<file path="src/rtl/gups_sys.sv">
// GUPS-style random-access update engine: xoshiro256+ picks a masked word
// address, the word is read over a req/rdy port, incremented and written back.
module gups_sys #(
  parameter int W = 64
) (
  input  logic         clk,
  input  logic         rst,
  output logic [W-1:0] addr,
  input  logic [W-1:0] din,
  output logic [W-1:0] dout,
  output logic         req,
  output logic         wr,
  input  logic         rdy,
  input  logic [W-1:0] seed0,
  input  logic [W-1:0] seed1,
  input  logic [W-1:0] seed2,
  input  logic [W-1:0] seed3,
  input  logic [W-1:0] range
);

  typedef enum logic [2:0] {
    ST_GEN = 3'd0,
    ST_RD  = 3'd1,
    ST_RDW = 3'd2,
    ST_INC = 3'd3,
    ST_WR  = 3'd4,
    ST_WRW = 3'd5
  } state_t;

  state_t       state_q, state_d;
  logic [W-1:0] s0_q, s0_d, s1_q, s1_d, s2_q, s2_d, s3_q, s3_d;
  logic [W-1:0] addr_q, addr_d;
  logic [W-1:0] dout_q, dout_d;
  logic [W-1:0] cap_q, cap_d;
  logic         req_q, req_d;
  logic         wr_q, wr_d;

  logic [W-1:0] seed0_eff_s;
  logic [W-1:0] rnd_s, t_s, x2_s, x3_s;
  logic [W-1:0] n0_s, n1_s, n2_s, n3_s;

  // An all-zero state would lock the generator at zero forever.
  assign seed0_eff_s = ((seed0 | seed1 | seed2 | seed3) == {W{1'b0}})
                       ? {{(W-1){1'b0}}, 1'b1} : seed0;

  // One xoshiro256+ step; the partial results chain in the algorithm's order.
  assign rnd_s = s0_q + s3_q;
  assign t_s   = s1_q << 17;
  assign x2_s  = s2_q ^ s0_q;
  assign x3_s  = s3_q ^ s1_q;
  assign n1_s  = s1_q ^ x2_s;
  assign n0_s  = s0_q ^ x3_s;
  assign n2_s  = x2_s ^ t_s;
  assign n3_s  = (x3_s << 45) | (x3_s >> (W - 45));

  // Next-state and output-register logic for the update sequence.
  always_comb begin
    state_d = state_q;
    s0_d    = s0_q;
    s1_d    = s1_q;
    s2_d    = s2_q;
    s3_d    = s3_q;
    addr_d  = addr_q;
    dout_d  = dout_q;
    cap_d   = cap_q;
    req_d   = req_q;
    wr_d    = wr_q;
    case (state_q)
      ST_GEN: begin
        addr_d  = rnd_s & range;
        s0_d    = n0_s;
        s1_d    = n1_s;
        s2_d    = n2_s;
        s3_d    = n3_s;
        req_d   = 1'b0;
        state_d = ST_RD;
      end
      ST_RD: begin
        req_d   = 1'b1;
        wr_d    = 1'b0;
        state_d = ST_RDW;
      end
      ST_RDW: begin
        if (rdy) begin
          cap_d   = din;
          req_d   = 1'b0;
          state_d = ST_INC;
        end else begin
          state_d = ST_RDW;
        end
      end
      ST_INC: begin
        dout_d  = cap_q + {{(W-1){1'b0}}, 1'b1};
        req_d   = 1'b0;
        state_d = ST_WR;
      end
      ST_WR: begin
        req_d   = 1'b1;
        wr_d    = 1'b1;
        state_d = ST_WRW;
      end
      ST_WRW: begin
        if (rdy) begin
          req_d   = 1'b0;
          state_d = ST_GEN;
        end else begin
          state_d = ST_WRW;
        end
      end
      default: begin
        req_d   = 1'b0;
        state_d = ST_GEN;
      end
    endcase
  end

  // State, generator and output registers; reset overrides any pending rdy.
  always_ff @(posedge clk) begin
    if (rst) begin
      state_q <= ST_GEN;
      s0_q    <= seed0_eff_s;
      s1_q    <= seed1;
      s2_q    <= seed2;
      s3_q    <= seed3;
      addr_q  <= {W{1'b0}};
      dout_q  <= {W{1'b0}};
      cap_q   <= {W{1'b0}};
      req_q   <= 1'b0;
      wr_q    <= 1'b0;
    end else begin
      state_q <= state_d;
      s0_q    <= s0_d;
      s1_q    <= s1_d;
      s2_q    <= s2_d;
      s3_q    <= s3_d;
      addr_q  <= addr_d;
      dout_q  <= dout_d;
      cap_q   <= cap_d;
      req_q   <= req_d;
      wr_q    <= wr_d;
    end
  end

  assign addr = addr_q;
  assign dout = dout_q;
  assign req  = req_q;
  assign wr   = wr_q;

endmodule

</file>
<file path="config.mk">
export PLATFORM = sky130hd
export DESIGN_NAME = gups_sys
export DESIGN_NICKNAME = d
export VERILOG_FILES = /design/src/rtl/gups_sys.sv
export SDC_FILE = /design/constraint.sdc
export NUM_CORES = 1
export LEC_CHECK = 0
export CAP_MARGIN = 25
export CELL_PAD_IN_SITES_DETAIL_PLACEMENT = 1
export CELL_PAD_IN_SITES_GLOBAL_PLACEMENT = 2
export CORE_MARGIN = 1
export CORE_UTILIZATION = 24
export DETAILED_ROUTE_END_ITERATION = 8
export PLACE_DENSITY = 0.61
export SYNTH_ARGS = -nofsm -noshare
export SYNTH_HDL_FRONTEND = slang
export SYNTH_SLANG_ARGS = --single-unit
</file>
<file path="constraint.sdc">
create_clock -name clk -period 16.1 [get_ports clk]
set_clock_uncertainty 0.05 [all_clocks]
set_input_delay 3.22 -clock clk [delete_from_list [all_inputs] [get_ports clk]]
set_output_delay 3.22 -clock clk [all_outputs]
set_load 0.01 [all_outputs]
</file>
# Word-level counts from Yosys, hierarchy flattened
# Index checks and enable logic that the tools add are counted.
# totals
ff_bits	453
output_inout_bits	130
elab_cells	50
# op_classes
n_eq_ne	6
muxes	15
bitwise_logic	10
reduce_logical	7
add_sub_neg	2
# ops
cell	n
64-bit two-way mux	9
64-bit bitwise XOR	5
64-bit OR	3
64-bit by 1-bit adder with 64-bit output, second input constant	1
64-bit adder	1
64-bit AND	1
64-bit zero test	1
64-bit by 45-bit OR with 64-bit output	1
3-bit case mux with 6 select lines	1
3-bit by 2-bit equality test with 1-bit output, second input constant	2
3-bit equality test, second input constant	2
1-bit case mux with 2 select lines	2
2-bit nonzero test	2
2-bit OR reduction	2
3-bit by 1-bit equality test with 1-bit output, second input constant	1
3-bit zero test	1
3-bit two-way mux	1
1-bit two-way mux	2
2-bit by 1-bit inequality test with 1-bit output, second input constant	1
2-bit AND reduction	1

# Logic depth before layout (Yosys ltp)
# Gate-level depths: netlist of run 1.
# depth
depth_word	6
ltp_mapped	13

# Worst setup path after synthesis of run 1
# No wires, ideal clock.
# synth_path
path_type	input to register
startpoint	input port rst
endpoint	register s0_q[0], enable pin
required_time_ns	15.445
path_buffers	4
arrival_time_ns	9.140
cell_stages	6
path_slack_ns	6.304
path_cell_list	clkbuf_1 > clkbuf_1 > nor2_1 > clkbuf_1 > buf_1 > inv_1
# synth_via
elab_chain_cells	1
# synth_lines
element	line	rtl
from (decl)	7	input logic rst,
2-bit nonzero test (no line)	--	
to (signal assigned)	121	s0_q <= seed0_eff_s;
to (decl)	31	logic [W-1:0] s0_q, s0_d, s1_q, s1_d, s2_q, s2_d, s3_q, s3_d;
# Every way passes these cells.
# A chain may end at the register's enable or synchronous reset.

# Worst setup path in the final report of run 1
# layout_path
startpoint	input port rst
endpoint	register s1_q[13], enable pin
# layout_via
elab_chain_cells	1
# layout_lines
element	line	rtl
2-bit nonzero test (no line)	--	
to (signal assigned)	122	s1_q <= seed1;
to (signal assigned)	133	s1_q <= s1_d;
to (decl)	31	
# Every way passes these cells.

==> results.md, run 1 <==
- The flow ran to the end, and the final reports show no timing, DRC or antenna violations.
- The cell at the root of the clock tree is sky130_fd_sc_hd__clkbuf_16.
- The share of cell area taken by muxes after synthesis is 3.76%.
- After the flow finishes, the layout carries non-filler instances totaling 4403.
- The wire length reported by the detailed router is 108000 um.
- The die area is 0.105 mm^2.
- The slew at the pin closest to its max-slew limit is 1.20 ns.
- Counting instances, the worst hold path has a depth of 2.
- The number of distinct standard cells referenced by the synthesized netlist is 78.
- The number of enable-type register cells in the synthesized netlist is 256.
- The mean instance size in the synthesized netlist is 9.89 um^2.
- When the netlist entered floorplanning its net count stood at 2977.
- The post-layout total power is 0.00751 W.
- Clock-pin slew was measured on the worst setup and hold paths at 0.06 ns.
- The final sum of negative setup slack is 0 ns.
- The share of synthesized flip-flops with an asynchronous set or reset is 0%.
- The type of origin of the critical path is a primary input.
- The routed wire length per instance is 24.6 um.
- For this run, the total global-route usage over all layers was measured as 20.1%.
- Counting cells, the worst reg-to-reg path comes to 11.
- The later pin in the worst-skew pair is clocked with a latency of 0.67 ns.
- The critical path required time is 16.35 ns.
- The startpoint identified for the worst hold timing path is cap_q[34].
- The number of setup violations in the final report is 0.
- For this run, the share of the core covered by cells in the final layout is 32.6%.
- Dividing total power by cell area gives a power density of 225 mW/mm^2.
- The half-perimeter wire length after detailed placement is 85300 um.
- The highest attainable clock frequency is 152 MHz.
- By area, the combinational part of the netlist is dominated by compound AO/OA/AOI/OAI gates.
- The final worst-path cycle share is 40.8%.
- Of the total synthesized cell area, the portion taken by AND, OR, NAND and NOR gates is 14.1%.
- The detailed router placed 21.4k vias in this run.
- Routability-driven placement finished with a final weighted congestion of 0.883.
- The shortest period the worst path allows is 6.57 ns.
- After Yosys synthesis, full adders, half adders and majority gates account for 3.29% of the synthesized area.
- The class of the most critical setup path is primary input to flop.
- During I/O placement, the number of pins put on the boundary was 517.
- The number of hold buffers added after CTS was 0.
- Of all nets on the critical path, the largest fanout is 131.
- The total leakage power is 11.6 nW.
- The number of port buffers is 516.
- Buffers added to address setup during post-CTS repair amount to 0.
- The number of gates resized after cts is 0.
- The netlist area before placement is 0.0250 mm^2.
- The setup slack after placement is 8.55 ns.
- The starting density of the core is 24.4%.
- The clock drives 453 sinks.
- The first-pass iteration count of the detailed router is 6.
- After the first detailed-routing iteration, the DRC count stood at 1202.
- The final worst setup slack is 9.53 ns.
- The setup slack on the worst flop-to-flop path is 11.91 ns.
- For this run, design rule violations remaining after detail routing come to 0.
- Summing the areas of all compound-gate instances in the mapped netlist gives 15.3% of the synthesized area.
- The xor/xnor share of the synthesized area is 14.5%.
- The floorplan has 117 rows.
- The count of pins over their slew limit is 0.
- The initial antenna violation count is 22.
- The most used flip-flop cell after synthesis is sky130_fd_sc_hd__edfxtp_1.
- The number of max-cap violations is 0.
- The CTS tree is yes.
- The number of buffers inserted during clock tree synthesis is 57.
- The area overhead of the layout relative to synthesis is 33.8%.
- After global routing the overflow that remains totals 0.
- The maximum number of pins on one net before global-route repair is 247.
- The worst register-to-register path ends at addr[63].
- The floorplan core area is 0.102 mm^2.
- Of the cells placed in the final design, the portion with a size suffix greater than 1 is 7.29%.
- Summing the sequential cell areas from Yosys gives 46.6% of the chip area.
- At the worst endpoint, the arrival time is 6.82 ns.
- The total number of H-tree levels is 2.
- The worst ir drop on vdd is 0.0000939 V.
- The total placed cells including tap cells is 4290.
- The path with the worst hold slack has its endpoint at cap_q[34].
- In this run the tightest slew margin relative to its limit is 19.9%.
- Setup repair after global routing left no endpoint under its margin.
- The number of global-route vias before repair came to 22.7k.
- The die extent in y is 325 um.
- The classification of the worst-slack hold path is flop to flop.
- The gate count after technology mapping is 2525.
- The vias per cell is 4.86.
- At the end of the flow, the number of nets in the layout was 3436.
- The worst flop-to-flop path startpoint is s0_q[1].
- The number of hold violations in the final report is 0.
- The first-pass GRT wire length is 157000 um.
- The deepest clock path buffer count is 3.
- The yosys synthesis warning count is 0.
- The number of flip-flops and latches in the synthesized netlist is 453.
- STA classifies the critical path endpoint as a flop.
- Measured along the x axis, the die boundary spans 325 um.
- The count of nets left with antenna violations after detail routing is 0.
[worst max-delay path, cell delays in order]
cell and delay, ns:
sky130_fd_sc_hd__buf_8 0.60, sky130_fd_sc_hd__nor2_4 0.06, sky130_fd_sc_hd__buf_4 0.42, sky130_fd_sc_hd__inv_8 0.78, sky130_fd_sc_hd__buf_4 0.39, sky130_fd_sc_hd__buf_16 0.34, sky130_fd_sc_hd__buf_4 0.62
[kinds of logic after synthesis]
family,count (synthesis)
DFF,453
xor gates and xnor gates,412
AOI/OAI and AO/OA,603
buffers and inverters,163
adders and majority gates,65
and+or+nand+nor,745
muxes,84
[metrics by stage]
step / instance area [um^2] / hold WS, ns
2_1_floorplan: 25000 / 0.386
3_3_place_gp: 31500 / 0.399
3_5_place_dp: 31500 / 0.403
4_1_cts: 33400 / 0.412
5_1_grt: 33400 / 0.425
6_report: 33400 / 0.408
[state kept, by name (all words and copies together), names as in the netlist]
name and count:
addr 64, s1_q 64, wr 1, s3_q 64
dout 64, req 1, state_q 3, s0_q 64
s2_q 64, cap_q 64
[layer usage]
metal,share of wire (%),up-vias,global-route usage (%)
met1,42,10500,24.3
li1,-,10084,-
met2,46,612,33.1
met5,0.16,-,0
met4,4.2,28,8.20
met3,7.5,187,6.00
[how the worst max path moves through the flow]
| stage | from | end | slack [ns] | cells past startpoint |
|---|---|---|---|---|
| floorplan | rst | s0_q[0] | 6.30 | 6 |
| global placement | rst | s0_q[20] | 8.69 | 6 |
| detailed placement | rst | s1_q[21] | 8.55 | 6 |
| CTS | rst | s0_q[20] | 9.28 | 6 |
| global route | rst | s3_q[20] | 9.29 | 7 |
| finish | rst | s1_q[13] | 9.53 | 7 |
[cell usage after synthesis (34+ instances only)]
cell type / n / share of area (%)
sky130_fd_sc_hd__xnor2_1: 230 / 8.1
sky130_fd_sc_hd__a32o_1: 61 / 2.4
sky130_fd_sc_hd__a21o_1: 34 / 1.0
sky130_fd_sc_hd__xor2_1: 182 / 6.4
sky130_fd_sc_hd__ha_1: 64 / 3.2
sky130_fd_sc_hd__clkbuf_1: 123 / 1.8
sky130_fd_sc_hd__edfxtp_1: 256 / 31
sky130_fd_sc_hd__o21ai_0: 223 / 4.5
sky130_fd_sc_hd__nor2_1: 98 / 1.5
sky130_fd_sc_hd__dfxtp_1: 197 / 16
sky130_fd_sc_hd__mux2_2: 79 / 3.6
sky130_fd_sc_hd__nor4_1: 71 / 1.8
sky130_fd_sc_hd__nand2_1: 393 / 5.9
sky130_fd_sc_hd__a211oi_1: 48 / 1.4
sky130_fd_sc_hd__nand4_1: 37 / 0.93
sky130_fd_sc_hd__a21oi_1: 152 / 3.0
[layout by cell type (no fill, tap or decap), types with 22 or more instances in the layout]
| master | n |
|---|---|
| sky130_fd_sc_hd__dfxtp_1 | 197 |
| sky130_fd_sc_hd__nand3_1 | 29 |
| sky130_fd_sc_hd__a211oi_1 | 48 |
| sky130_fd_sc_hd__clkdlybuf4s50_1 | 515 |
| sky130_fd_sc_hd__nand2_1 | 393 |
| sky130_fd_sc_hd__nor4_1 | 69 |
| sky130_fd_sc_hd__ha_1 | 64 |
| sky130_fd_sc_hd__o21ai_0 | 223 |
| sky130_fd_sc_hd__a21o_1 | 34 |
| sky130_fd_sc_hd__clkbuf_16 | 60 |
| sky130_fd_sc_hd__mux2_2 | 79 |
| sky130_fd_sc_hd__a32o_1 | 61 |
| sky130_fd_sc_hd__xor2_1 | 182 |
| sky130_fd_sc_hd__and3_1 | 22 |
| sky130_fd_sc_hd__xnor2_1 | 230 |
| sky130_fd_sc_hd__nor2_1 | 97 |
| sky130_fd_sc_hd__nand4_1 | 37 |
| sky130_fd_sc_hd__a21oi_1 | 152 |
| sky130_fd_sc_hd__inv_1 | 29 |
| sky130_fd_sc_hd__edfxtp_1 | 256 |
[report_power, final]
part	switching, W	internal [W]
Combinational	0.00229	0.00161
Sequential	0.000458	0.00183
Clock	0.000555	0.000757
[layout make-up]
cell class	count	area [um^2]
multi-input cells	1909	12700
diodes	3	7.51
flip-flops and latches	453	11600
clock inverters	21	171
well taps	1368	1710
fillers	11640	69100
repair buffers	533	5330
clock buffers	86	1700
inverters	30	120
Note: power is estimated with default switching activity, not from simulation.
==> run 2: changes to the inputs <==
--- a/config.mk
+++ b/config.mk
@@ -11,7 +11,7 @@
 export CORE_MARGIN = 1
 export CORE_UTILIZATION = 24
 export DETAILED_ROUTE_END_ITERATION = 8
-export PLACE_DENSITY = 0.61
+export PLACE_DENSITY = 0.63
 export SYNTH_ARGS = -nofsm -noshare
 export SYNTH_HDL_FRONTEND = slang
 export SYNTH_SLANG_ARGS = --single-unit
==> constraint.sdc (replaced) <==
create_clock -name clk -period 5.4 [get_ports clk]
set_clock_uncertainty 0.05 [all_clocks]
set_input_delay 1.08 -clock clk [delete_from_list [all_inputs] [get_ports clk]]
set_output_delay 1.08 -clock clk [all_outputs]
set_load 0.01 [all_outputs]
==> run 2 against run 1 <==
Core utilization about the same. Final cell count about the same. Register-to-register slack got worse by 11 ns. Wire length increased by 1.2%. Global-route usage increased by 0.22 points. Sequential power increased to 3.0 times the previous value. Hold slack got worse by 0.0027 ns. Sequential share of layout area about the same. Sequential cell count unchanged. Combinational power increased to 3.0 times the previous value. Count of clock-buffer cells in the layout decreased by 6. Clock power increased to 2.9 times the previous value. Largest cell class unchanged. Largest power group unchanged.
==> results.md, run 2 (synthesis results as in run 1) <==
- The commonest non-fill, non-tap cell in the layout is sky130_fd_sc_hd__clkdlybuf4s50_1.
- The number of hold violations in the final report is 0 (unchanged).
- The vias per cell is 4.90 (+0.74%).
- The total leakage power is 11.6 nW (+0.24%).
- The CTS tree is yes.
- The maximum number of pins on one net before global-route repair is 133 (-46%).
- The die extent in y is 325 um (unchanged).
- The first-pass iteration count of the detailed router is 5 (-1).
- Setup repair after global routing left no endpoint under its margin.
- The slew at the pin closest to its max-slew limit is 1.06 ns (-0.144 ns).
- The kind of capture point of the worst setup path is a flop.
- The starting density of the core came to 24.4% (unchanged).
- The type of origin of the critical path is a flop.
- The total area of multi-input combinational cells is 0.0127 mm^2 (unchanged).
- The routed wire length per instance is 24.9 um (+1.1%).
- The initial DRC count was 1255 (+4.4%).
- The floorplan core area is 0.102 mm^2 (unchanged).
- The wire length reported by the detailed router is 110000 um (+1.2%).
- The critical path required time was 5.88 ns (-10.47 ns).
- The number of setup violations in the final report came to 0 (unchanged).
- The deepest clock path buffer count is 3 (unchanged).
- The area taken by flip-flops and latches was 0.0116 mm^2 (unchanged).
- The total number of placement rows was 117 (unchanged).
- From synthesis to final layout, the design area changed by 34.0%.
- The total number of H-tree levels is 2 (unchanged).
- The initial antenna violation count is 20 (-9.1%).
- The worst ir drop on vdd is 0.000270 V (+190%).
- The layout cell share with drive strength beyond 1 was 7.28% (about the same).
- The count of nets left with antenna violations after detail routing is 0 (unchanged).
- The number of global-route vias before repair is 22.5k (-0.78%).
- The classification of the worst-slack hold path is flop to flop.
- The cell at the root of the clock tree is sky130_fd_sc_hd__clkbuf_16.
- The relative max-transition margin is 29.3% (+9.4 points).
- The number of buffers inserted during clock tree synthesis is 57 (unchanged).
- The post-layout total power is 0.0223 W (+200%).
- The power density over cell area was 665 mW/mm^2 (+200%).
- The half-perimeter wire length after detailed placement was 87200 um (+2.3%).
- The buffers inserted during post-CTS setup optimization came to 0 (unchanged).
- The first-pass GRT wire length was 158000 um (+0.67%).
- The final net count is 3441 (+0.15%).
- The I/O pin count is 517 (unchanged).
- The total via count in the routed design came to 21.6k (+0.81%).
- The data arrival at the endpoint of the critical path is 4.57 ns (-2.25 ns).
- The hold buffer count at CTS was 0 (unchanged).
- The die area came to 0.105 mm^2 (unchanged).
- The number of sinks driven by the clock tree is 453 (unchanged).
- The routability congestion estimate is 0.907 (+2.7%).
- The flow ran to the end, and the final reports show no timing, DRC or antenna violations.
- The highest attainable clock frequency is 244 MHz.
- The count of unresolved DRC violations after routing is 0 (unchanged).
- The maximum fanout count along the critical path is 6 (-95%).
- The total track usage was 20.3% (+0.22 points).
- The number of gates resized after cts is 0 (unchanged).
- The clock-pin slew on the worst setup and hold paths is 0.06 ns (about the same).
- The shortest period the worst path allows is 4.09 ns.
- In the layout the commonest cells are sky130_fd_sc_hd__clkdlybuf4s50_1, sky130_fd_sc_hd__nand2_1, sky130_fd_sc_hd__edfxtp_1.
- Of the available clock period, the critical path in the final layout requires 75.8%.
- The width of the die is 325 um (unchanged).
- The sum of overflow across all layers after global routing is 0 (unchanged).
- The final-layout worst hold slack is 0.405 ns (-0.00274 ns).
- The number of max-cap violations came to 0 (unchanged).
- The clock latency reported for the late side of the worst-skew pair is 0.64 ns (-0.03 ns).
- The count of pins over their slew limit is 0 (unchanged).
- The critical path is of the flop to flop type.
- The number of port buffers was 516 (unchanged).
- The count of filler cells inserted in the layout is 11.6k (-0.53%).
[run 2: changes by cell type in the layout (fill, tap and decap cells not counted), sizes merged]
| cell | previous run | this run |
|---|---|---|
| clkbuf | 86 | 80 |
| inv | 31 | 33 |
| buf | 18 | 23 |
| clkinvlp | 3 | 1 |
| bufinv | 2 | 3 |
| clkinv | 15 | 18 |
[run 2: final cells by class]
type | count | area share, %
inverter | 30 | 0.348
clock buffer | 80 | 4.85
timing repair buffer | 538 | 16.2
multi-input combinational | 1909 | 38.1
clock inverter | 25 | 0.610
sequential | 453 | 34.8
antenna | 3 | 0.0224
tap | 1368 | 5.12
[run 2: final timing paths]
kind / depth (start not counted) / from / to / slack [ns]
setup / recovery: 11 / s0_q[8] / addr[61] / 1.31
hold / removal: 2 / cap_q[34] / cap_q[34] / 0.41
setup reg to reg: 11 / s0_q[8] / addr[61] / 1.31
hold reg to reg: 2 / cap_q[34] / cap_q[34] / 0.41
[run 2: routing by layer]
metal  GRT usage, %  vias to the layer above  share of wire (%)
li1               -                    10109                  -
met1           25.1                    10688                 42
met2           34.2                      613                 48
met3           5.40                      151                6.9
met4           6.10                       24                3.1
met5              0                        -               0.14
[run 2: per-stage QoR]
stage | TNS (ns) | utilization (%) | area [um^2] | instances | setup WS, ns
after detailed placement | 0 | 30.8 | 31600 | 4297 | 1.10
final | 0 | 32.6 | 33500 | 4406 | 1.31
after global routing | 0 | 32.6 | 33500 | 4404 | 1.12
after global placement | 0 | 30.8 | 31600 | 4293 | 1.00
after floorplan | -149.17 | - | 25000 | 2525 | -0.583
after CTS | 0 | 32.6 | 33400 | 4402 | 1.36
[run 2: where the power goes]
part | total [W] | internal (W) | switching [W]
clock network | 0.00386 | 0.00223 | 0.00163
registers | 0.00679 | 0.00545 | 0.00134
logic | 0.0116 | 0.00483 | 0.00677
total | 0.0223 | 0.0125 | 0.00974
[run 2: critical path, stage by stage, from the launching register on]
cell and delay [ns]:
sky130_fd_sc_hd__edfxtp_1 0.44, sky130_fd_sc_hd__ha_1 0.43, sky130_fd_sc_hd__and4_1 0.24, sky130_fd_sc_hd__nand2_1 0.08, sky130_fd_sc_hd__o31ai_1 0.55, sky130_fd_sc_hd__o21bai_1 0.22
sky130_fd_sc_hd__a31oi_1 0.52, sky130_fd_sc_hd__a21oi_1 0.28, sky130_fd_sc_hd__a21oi_1 0.56, sky130_fd_sc_hd__a31oi_1 0.19, sky130_fd_sc_hd__xnor2_1 0.16, sky130_fd_sc_hd__a32o_1 0.25
